**src/rtl/logic_gate_pkg.sv**
```systemverilog
// Shared opcodes, FSM state type and zero constants for the vector logic-gate sequencer.
package logic_gate_pkg;

    localparam logic [2:0] OP_AND  = 3'd0;
    localparam logic [2:0] OP_OR   = 3'd1;
    localparam logic [2:0] OP_XOR  = 3'd2;
    localparam logic [2:0] OP_NAND = 3'd3;
    localparam logic [2:0] OP_NOR  = 3'd4;
    localparam logic [2:0] OP_XNOR = 3'd5;
    localparam logic [2:0] OP_NOT  = 3'd6;
    localparam logic [2:0] OP_BUF  = 3'd7;

    typedef enum logic [1:0] {
        IDLE            = 2'd0,
        INPUT_STATE     = 2'd1,
        OPERATION_STATE = 2'd2
    } state_t;

    localparam logic [63:0] ZERO_DATA    = '0;
    localparam logic [63:0] ZERO_CONTROL = '0;

    // Unary opcodes complete their operand pair on A alone.
    function automatic logic op_uses_b(input logic [2:0] op);
        return !(op == OP_NOT || op == OP_BUF);
    endfunction

endpackage

```
**src/rtl/logic_gate_element.sv**
```systemverilog
// Combinational bitwise opcode mux over one operand pair.
module logic_gate_element
    import logic_gate_pkg::*;
#(
    parameter int DATA_SIZE = 64
) (
    input  logic [2:0]           op,
    input  logic [DATA_SIZE-1:0] a,
    input  logic [DATA_SIZE-1:0] b,
    output logic [DATA_SIZE-1:0] y
);

    always_comb begin
        y = '0;
        case (op)
            OP_AND:  y = a & b;
            OP_OR:   y = a | b;
            OP_XOR:  y = a ^ b;
            OP_NAND: y = ~(a & b);
            OP_NOR:  y = ~(a | b);
            OP_XNOR: y = ~(a ^ b);
            OP_NOT:  y = ~a;
            OP_BUF:  y = a;
            default: y = '0;
        endcase
    end

endmodule

```
**src/rtl/vector_logic_gate.sv**
```systemverilog
// Sequences a vector of operand pairs through one bitwise gate, one registered result per element.
module vector_logic_gate
    import logic_gate_pkg::*;
#(
    parameter int DATA_SIZE    = 64,
    parameter int CONTROL_SIZE = 64
) (
    input  logic                    CLK,
    input  logic                    RST,
    input  logic                    START,
    output logic                    READY,
    input  logic [2:0]              OPERATION_IN,
    input  logic [CONTROL_SIZE-1:0] SIZE_IN,
    input  logic                    DATA_A_IN_ENABLE,
    input  logic                    DATA_B_IN_ENABLE,
    input  logic [DATA_SIZE-1:0]    DATA_A_IN,
    input  logic [DATA_SIZE-1:0]    DATA_B_IN,
    output logic                    DATA_ENABLE,
    output logic                    DATA_OUT_ENABLE,
    output logic [DATA_SIZE-1:0]    DATA_OUT
);

    state_t                  state_q, state_d;
    logic [2:0]              op_q, op_d;
    logic [CONTROL_SIZE-1:0] size_q, size_d;
    logic [CONTROL_SIZE-1:0] index_q, index_d;
    logic [DATA_SIZE-1:0]    a_q, a_d;
    logic [DATA_SIZE-1:0]    b_q, b_d;
    logic                    a_valid_q, a_valid_d;
    logic                    b_valid_q, b_valid_d;
    logic                    de_pend_q, de_pend_d;
    logic                    ready_q, ready_d;
    logic                    de_q, de_d;
    logic                    doe_q, doe_d;
    logic [DATA_SIZE-1:0]    dout_q, dout_d;
    logic [DATA_SIZE-1:0]    gate_y;

    logic_gate_element #(
        .DATA_SIZE(DATA_SIZE)
    ) u_gate (
        .op(op_q),
        .a (a_q),
        .b (b_q),
        .y (gate_y)
    );

    always_comb begin
        state_d   = state_q;
        op_d      = op_q;
        size_d    = size_q;
        index_d   = index_q;
        a_d       = a_q;
        b_d       = b_q;
        a_valid_d = a_valid_q;
        b_valid_d = b_valid_q;
        dout_d    = dout_q;
        de_pend_d = 1'b0;
        ready_d   = 1'b0;
        de_d      = 1'b0;
        doe_d     = 1'b0;
        case (state_q)
            IDLE: begin
                if (START) begin
                    op_d      = OPERATION_IN;
                    size_d    = SIZE_IN;
                    index_d   = CONTROL_SIZE'(ZERO_CONTROL);
                    a_valid_d = 1'b0;
                    b_valid_d = 1'b0;
                    if (SIZE_IN == CONTROL_SIZE'(ZERO_CONTROL)) begin
                        ready_d = 1'b1;
                    end else begin
                        state_d = INPUT_STATE;
                        de_d    = 1'b1;
                    end
                end
            end
            INPUT_STATE: begin
                // Request for the next pair is delayed one cycle behind the previous result.
                de_d = de_pend_q;
                if (DATA_A_IN_ENABLE && !a_valid_q) begin
                    a_d       = DATA_A_IN;
                    a_valid_d = 1'b1;
                end
                if (DATA_B_IN_ENABLE && !b_valid_q) begin
                    b_d       = DATA_B_IN;
                    b_valid_d = 1'b1;
                end
                if (a_valid_d && (b_valid_d || !op_uses_b(op_q))) begin
                    state_d = OPERATION_STATE;
                end
            end
            OPERATION_STATE: begin
                dout_d    = gate_y;
                doe_d     = 1'b1;
                a_valid_d = 1'b0;
                b_valid_d = 1'b0;
                if (index_q == size_q - CONTROL_SIZE'(1)) begin
                    ready_d = 1'b1;
                    state_d = IDLE;
                end else begin
                    index_d   = index_q + CONTROL_SIZE'(1);
                    de_pend_d = 1'b1;
                    state_d   = INPUT_STATE;
                end
            end
            default: state_d = IDLE;
        endcase
    end

    always_ff @(posedge CLK) begin
        if (RST) begin
            state_q   <= IDLE;
            op_q      <= OP_AND;
            size_q    <= CONTROL_SIZE'(ZERO_CONTROL);
            index_q   <= CONTROL_SIZE'(ZERO_CONTROL);
            a_q       <= DATA_SIZE'(ZERO_DATA);
            b_q       <= DATA_SIZE'(ZERO_DATA);
            a_valid_q <= 1'b0;
            b_valid_q <= 1'b0;
            de_pend_q <= 1'b0;
            ready_q   <= 1'b0;
            de_q      <= 1'b0;
            doe_q     <= 1'b0;
            dout_q    <= DATA_SIZE'(ZERO_DATA);
        end else begin
            state_q   <= state_d;
            op_q      <= op_d;
            size_q    <= size_d;
            index_q   <= index_d;
            a_q       <= a_d;
            b_q       <= b_d;
            a_valid_q <= a_valid_d;
            b_valid_q <= b_valid_d;
            de_pend_q <= de_pend_d;
            ready_q   <= ready_d;
            de_q      <= de_d;
            doe_q     <= doe_d;
            dout_q    <= dout_d;
        end
    end

    assign READY           = ready_q;
    assign DATA_ENABLE     = de_q;
    assign DATA_OUT_ENABLE = doe_q;
    assign DATA_OUT        = dout_q;

endmodule

```
**config.mk**
```make
export PLATFORM = sky130hd
export DESIGN_NAME = vector_logic_gate
export DESIGN_NICKNAME = d
export VERILOG_FILES = /design/src/rtl/logic_gate_pkg.sv /design/src/rtl/logic_gate_element.sv /design/src/rtl/vector_logic_gate.sv
export SDC_FILE = /design/constraint.sdc
export NUM_CORES = 1
export LEC_CHECK = 0
export CAP_MARGIN = 20
export CORE_MARGIN = 2
export CORE_UTILIZATION = 45
export CTS_CLUSTER_SIZE = 30
export DETAILED_ROUTE_END_ITERATION = 10
export PLACE_DENSITY_LB_ADDON = 0.05
export SETUP_SLACK_MARGIN = 0.05
export SYNTH_ARGS = -nofsm -noshare
export SYNTH_HDL_FRONTEND = slang
export SYNTH_SLANG_ARGS = --single-unit
```
**constraint.sdc**
```tcl
create_clock -name CLK -period 9.3 [get_ports CLK]
set_input_delay 1.86 -clock CLK [delete_from_list [all_inputs] [get_ports CLK]]
set_output_delay 1.86 -clock CLK [all_outputs]
set_load 0.03 [all_outputs]
```
# After elaboration in Yosys (flattened, before gate mapping)
# Cells that the tools add are included.
# Widths: inputs -> output; s select.
# totals
ff_bits	331
output_inout_bits	67
# classes
n_addsub	2
eq_ne	14
muxes	25
bitwise_logic	8
n_reduce_logical	19
# ops
op	n
$pmux 64 s8	1
$not 64->64	4
$mux 64	2
$pmux 64 s2	1
$add 64x1->64 const B	1
$and 64x64->64	1
$eq 64x64->1	1
$logic_not 64->1	1
$or 64x64->64	1
$sub 64x1->64 const B	1
$xor 64x64->64	1
$mux 1	13
$eq 3x3->1 const B	4
$ne 2x2->1 const B	4
$reduce_and 2->1	4
$eq 3x2->1 const B	2
$mux 2	3
$pmux 1 s3	2
$pmux 2 s3	1
$reduce_and 3->1	2
$pmux 1 s2	2
$eq 3x1->1 const B	1
$logic_and 1x1->1	3
$logic_not 3->1	1
other kinds (9)	11

# Longest topological paths before layout
# depth
word_depth	8
depth_mapped	15
ltp_nobuf	12

# By module
# From an unflattened synthesis, not the netlist that was laid out.
# unflattened
hier_cells	2889
area_unflattened_um2	21982.3
# modules_own_cells
mod	n_inst	cells_per_inst	area_per_inst_um2	seq_area_each_um2
vector_logic_gate	1	1983	15192.1	6626.4
logic_gate_element	1	906	6790.3	0.0

# Worst setup path before layout
# No wires, ideal clock.
# synth_timing
kind	register -> register
from	reg size_q[18]
to	reg index_q[0]
setup_ns	0.121
arrival_time_ns	3.613
t_required_ns	9.179
path_slack_ns	5.567
stages_incl_launch_ff	11
n_path_buf	0
synth_period_minus_slack_ns	3.733
cell_sequence	dfxtp_1 > or4_4 > or2_4 > or4_4 > or4_1 > a22oi_1 > nand4_1 > or4_4 > nor4_2 > nor3_1 > mux2_2
# synth_via
elab_chain_cells	4
# synth_rtl
item	line_no	source
start, declared	vector_logic_gate.sv:25	logic [CONTROL_SIZE-1:0] size_q, size_d;
start signal, assigned	vector_logic_gate.sv:114	size_q <= CONTROL_SIZE'(ZERO_CONTROL);
start signal, assigned	vector_logic_gate.sv:128	size_q <= size_d;
$sub 64x1->64	vector_logic_gate.sv:97	if (index_q == size_q - CONTROL_SIZE'(1)) begin
$eq 64x64->1	vector_logic_gate.sv:97	
$ne 2x2->1 (no line)	-	
$reduce_and 3->1 (no line)	-	
end signal, assigned	vector_logic_gate.sv:115	index_q <= CONTROL_SIZE'(ZERO_CONTROL);
end signal, assigned	vector_logic_gate.sv:129	index_q <= index_d;
end, declared	vector_logic_gate.sv:26	logic [CONTROL_SIZE-1:0] index_q, index_d;
# Every way passes these cells.
# A chain may end at the register's enable or synchronous reset.

# Final worst setup path
# layout_timing
from	reg size_q[0]
to	reg index_q[5]
# The elaborated chain is that of the path after synthesis.

==> results.md <==
* CP required at 9.77 ns
* Placed cells at 3,681
* Async SR Flop Fraction at 0%
* Number of H-tree levels at 2
* DRT Pass-1 Iters at 6
* Largest net degree at the start of global routing at 108
* Tmin final at 4.889 ns
* CP Capture Type: flop
* Routed wire length at 74,610 um
* Mapped Cells at 2,990
* Starting density of the core at a little under half
* Wire length per cell at 19.87 um
* Unrepaired setup endpoints after global routing: no
* Outcome: completed
* # IOs at approximately 270
* Share of layout cells above drive strength 1 at 4.417%
* # Max-Cap Violations at 0
* Cts bufs inserted at 41
* Worst Path Arrival at 5.36 ns
* Remaining DRCs at 0
* Final Max Tran Viols at 0
* CP Class: reg2reg
* Mapped Area at 21,180 um2
* Critical Path, Cell by Cell: nor4_1 -> nand4_1 -> o21ai_0 -> nand3b_1 -> a2111oi_0 -> nand4_1 -> nor4_2 -> a21o_2 -> buf_4 -> o21ai_0 -> a21oi_1
* HP Class: reg2reg
* Nets at between 3,000 and 4,000
* Synth Flop Type: dfxtp_1
* CP max-delay cell: a2111oi_0
* Vias after detailed routing at 21,920
* Global-route wire length before repair at 116,400 um
* Number of antenna violations at the first check in global routing at 3
* Worst-path maximum fanout at 106
* Slew headroom at 29.07%
* Leakage at 0.009484 uW
* Clk Latency, worst-skew pair at 0.58 ns
* Skew final at 0.01684 ns
* Commonest non-fill, non-tap cell in the layout: nand2_1
* CP Launch Type: flop
* CTS tree: yes
* Worst Max-Slew Pin Slew at between 1 and 1.5 ns
* YS warnings at 0
* DRT iter0 DRCs at 1,762
* Die Width at 220.9 um
* Power per Cell Area at roughly 160 nW/um2
* Achievable Freq at between 200 and 250 MHz
* Final HPWL DP at approximately 50,000 um
* Final worst-path cycle share at between 50% and 60%
* CTS hold repair buffers at 0
* Via density at 5.837
* Syn_area_per_cell at 7.082 um2
* Final hold vios at 0
* Post-route insts no fill at 3,755
* Antenna viol nets, final at 0
* Slowest stage delay, CP at 0.88 ns
* Number of synthesized flops with an enable pin at 0
* CTS sink cnt at roughly 330
* Most frequent cells in the layout: nand2_1, a21oi_1, dfxtp_1
* Die height at roughly 220 um
* Synthesized flop and latch total at 331
* Die ar. at 48,810 um2
* Placement Rows at 79
* Worst-case clock buffer depth at 3
* Routability cong. at 1.004
* GRT Util Overall at approximately 29%
* Post-CTS setup buffers at 0
* Endpoints failing setup at 0
* Port bufs at 266
* Peak supply drop at about 0.15 mV
* Seq/Total Area, Yosys at 31.29%
* Reg clk slew, reported paths at 0.06 ns
* Post-CTS sizing at 0
* Syn Nets at 3,320
* Core area at 46,460 um2
* Library cells used by synthesis at 79
* Vias in the first global route at 21,030
* Total grt overflow at 0
* CTS root buffer: clkbuf_16
* Area delta synth->final at 20.12%
* Sum Neg Setup Slack at 0 ns
-- flip-flops by register name, indices dropped and copies added (netlist names) --
signal and flops:
DATA_ENABLE 1, DATA_OUT 64, DATA_OUT_ENABLE 1, READY 1, a_q 64, a_valid_q 1
b_q 64, b_valid_q 1, de_pend_q 1, index_q 64, op_q 3, size_q 64
state_q 2
-- worst paths after layout --
path / from / end / slack (ns) / cells past startpoint
worst min register to register: DATA_OUT[20] / DATA_OUT[20] / 0.45 / 2
worst min-delay path: DATA_OUT[20] / DATA_OUT[20] / 0.45 / 2
worst max register to register: size_q[0] / index_q[5] / 4.41 / 11
worst max-delay path: size_q[0] / index_q[5] / 4.41 / 11
-- synth_stat cells, types with 4 or more instances --
library cell,number,area [um2]
nand3_1,82,410.4
nand4b_1,4,35.03
o31ai_1,22,165.2
a31oi_1,42,262.8
nand4_1,39,244.0
nand2_1,474,1779
and3_1,25,156.4
o22a_1,32,280.3
buf_1,20,75.07
or3_1,53,331.6
xnor2_1,81,709.4
xor2_1,31,271.5
nand2b_1,4,25.02
nor2_1,270,1013
and4_1,14,122.6
o21ai_0,242,1211
mux2_2,6,67.56
inv_1,177,664.4
or2_2,4,25.02
nor3_1,29,145.1
a21oi_1,459,2297
nor2b_1,4,25.02
a22oi_1,34,255.2
mux2i_1,37,370.4
dfxtp_1,331,6626
nor4_1,42,262.8
clkbuf_1,181,679.4
or4_1,25,187.7
ha_1,130,1627
buf_2,6,30.03
and2_1,8,50.05
nand3b_1,4,30.03
-- routing by layer --
metal | vias to the layer above | wire length [um] | GRT usage (%) | share of wire, %
li1 | 10650 | - | - | -
met1 | 10470 | 32130 | 37.42 | 43
met2 | 651 | 35670 | 49.94 | 48
met3 | 146 | 4340 | 4.966 | 5.8
met4 | 2 | 2460 | 10.67 | 3.3
met5 | - | 13 | 0 | 0.017
-- area by class of cell --
| class | instances | area, um2 |
|---|---|---|
| Multi-Input combinational cell | 2270 | 13090 |
| Sequential cell | 331 | 6638 |
| Timing Repair Buffer | 297 | 2917 |
| Fill cell | 4491 | 21020 |
| Inverter | 177 | 664.4 |
| Antenna cell | 1 | 2.502 |
| Clock inverter | 9 | 131.4 |
| Tap cell | 607 | 759.5 |
| Clock buffer | 63 | 1241 |
-- cells by family (layout without fill, tap and decap cells) --
logic type	Yosys count	count (layout)	share of synthesized area, %
multiplexers	43	43	2.068
XOR/XNOR	113	113	4.739
buffers and inverters	389	546	7.066
AND/OR/NAND/NOR	1107	1107	24.17
other	0	1	0
adder cells (fa/ha/maj)	130	130	7.681
flip-flops	331	331	31.29
AO/OA/AOI/OAI	877	877	22.99
-- report_power, final --
group / switching, uW / total (uW) / internal, uW / leakage (uW)
logic: 492 / 823 / 331 / 0.00612
clock network: 657 / 1660 / 1000 / 0.000675
registers: 73.3 / 1540 / 1470 / 0.00269
-- worst max-delay path: cells and delay by family, from the launching register on --
kind                   cells  cell delay, ns
AO/OA/AOI/OAI              5            1.72
flip-flops                 1            0.36
buffers and inverters      1            0.65
AND/OR/NAND/NOR            5            2.01
-- through the flow --
step	util (%)	cell area (um2)	setup slack, ns	hold slack (ns)	total power, uW
floorplan	-	21180	5.567	0.4478	2093
global placement	51.73	24030	4.628	0.4413	2360
detailed placement	51.74	24040	4.554	0.4465	2383
CTS	54.69	25410	4.550	0.4540	4045
global route	54.76	25440	3.820	0.4722	4198
finish	54.76	25440	4.411	0.4509	4023
Note: power is estimated with default switching activity, not from simulation.
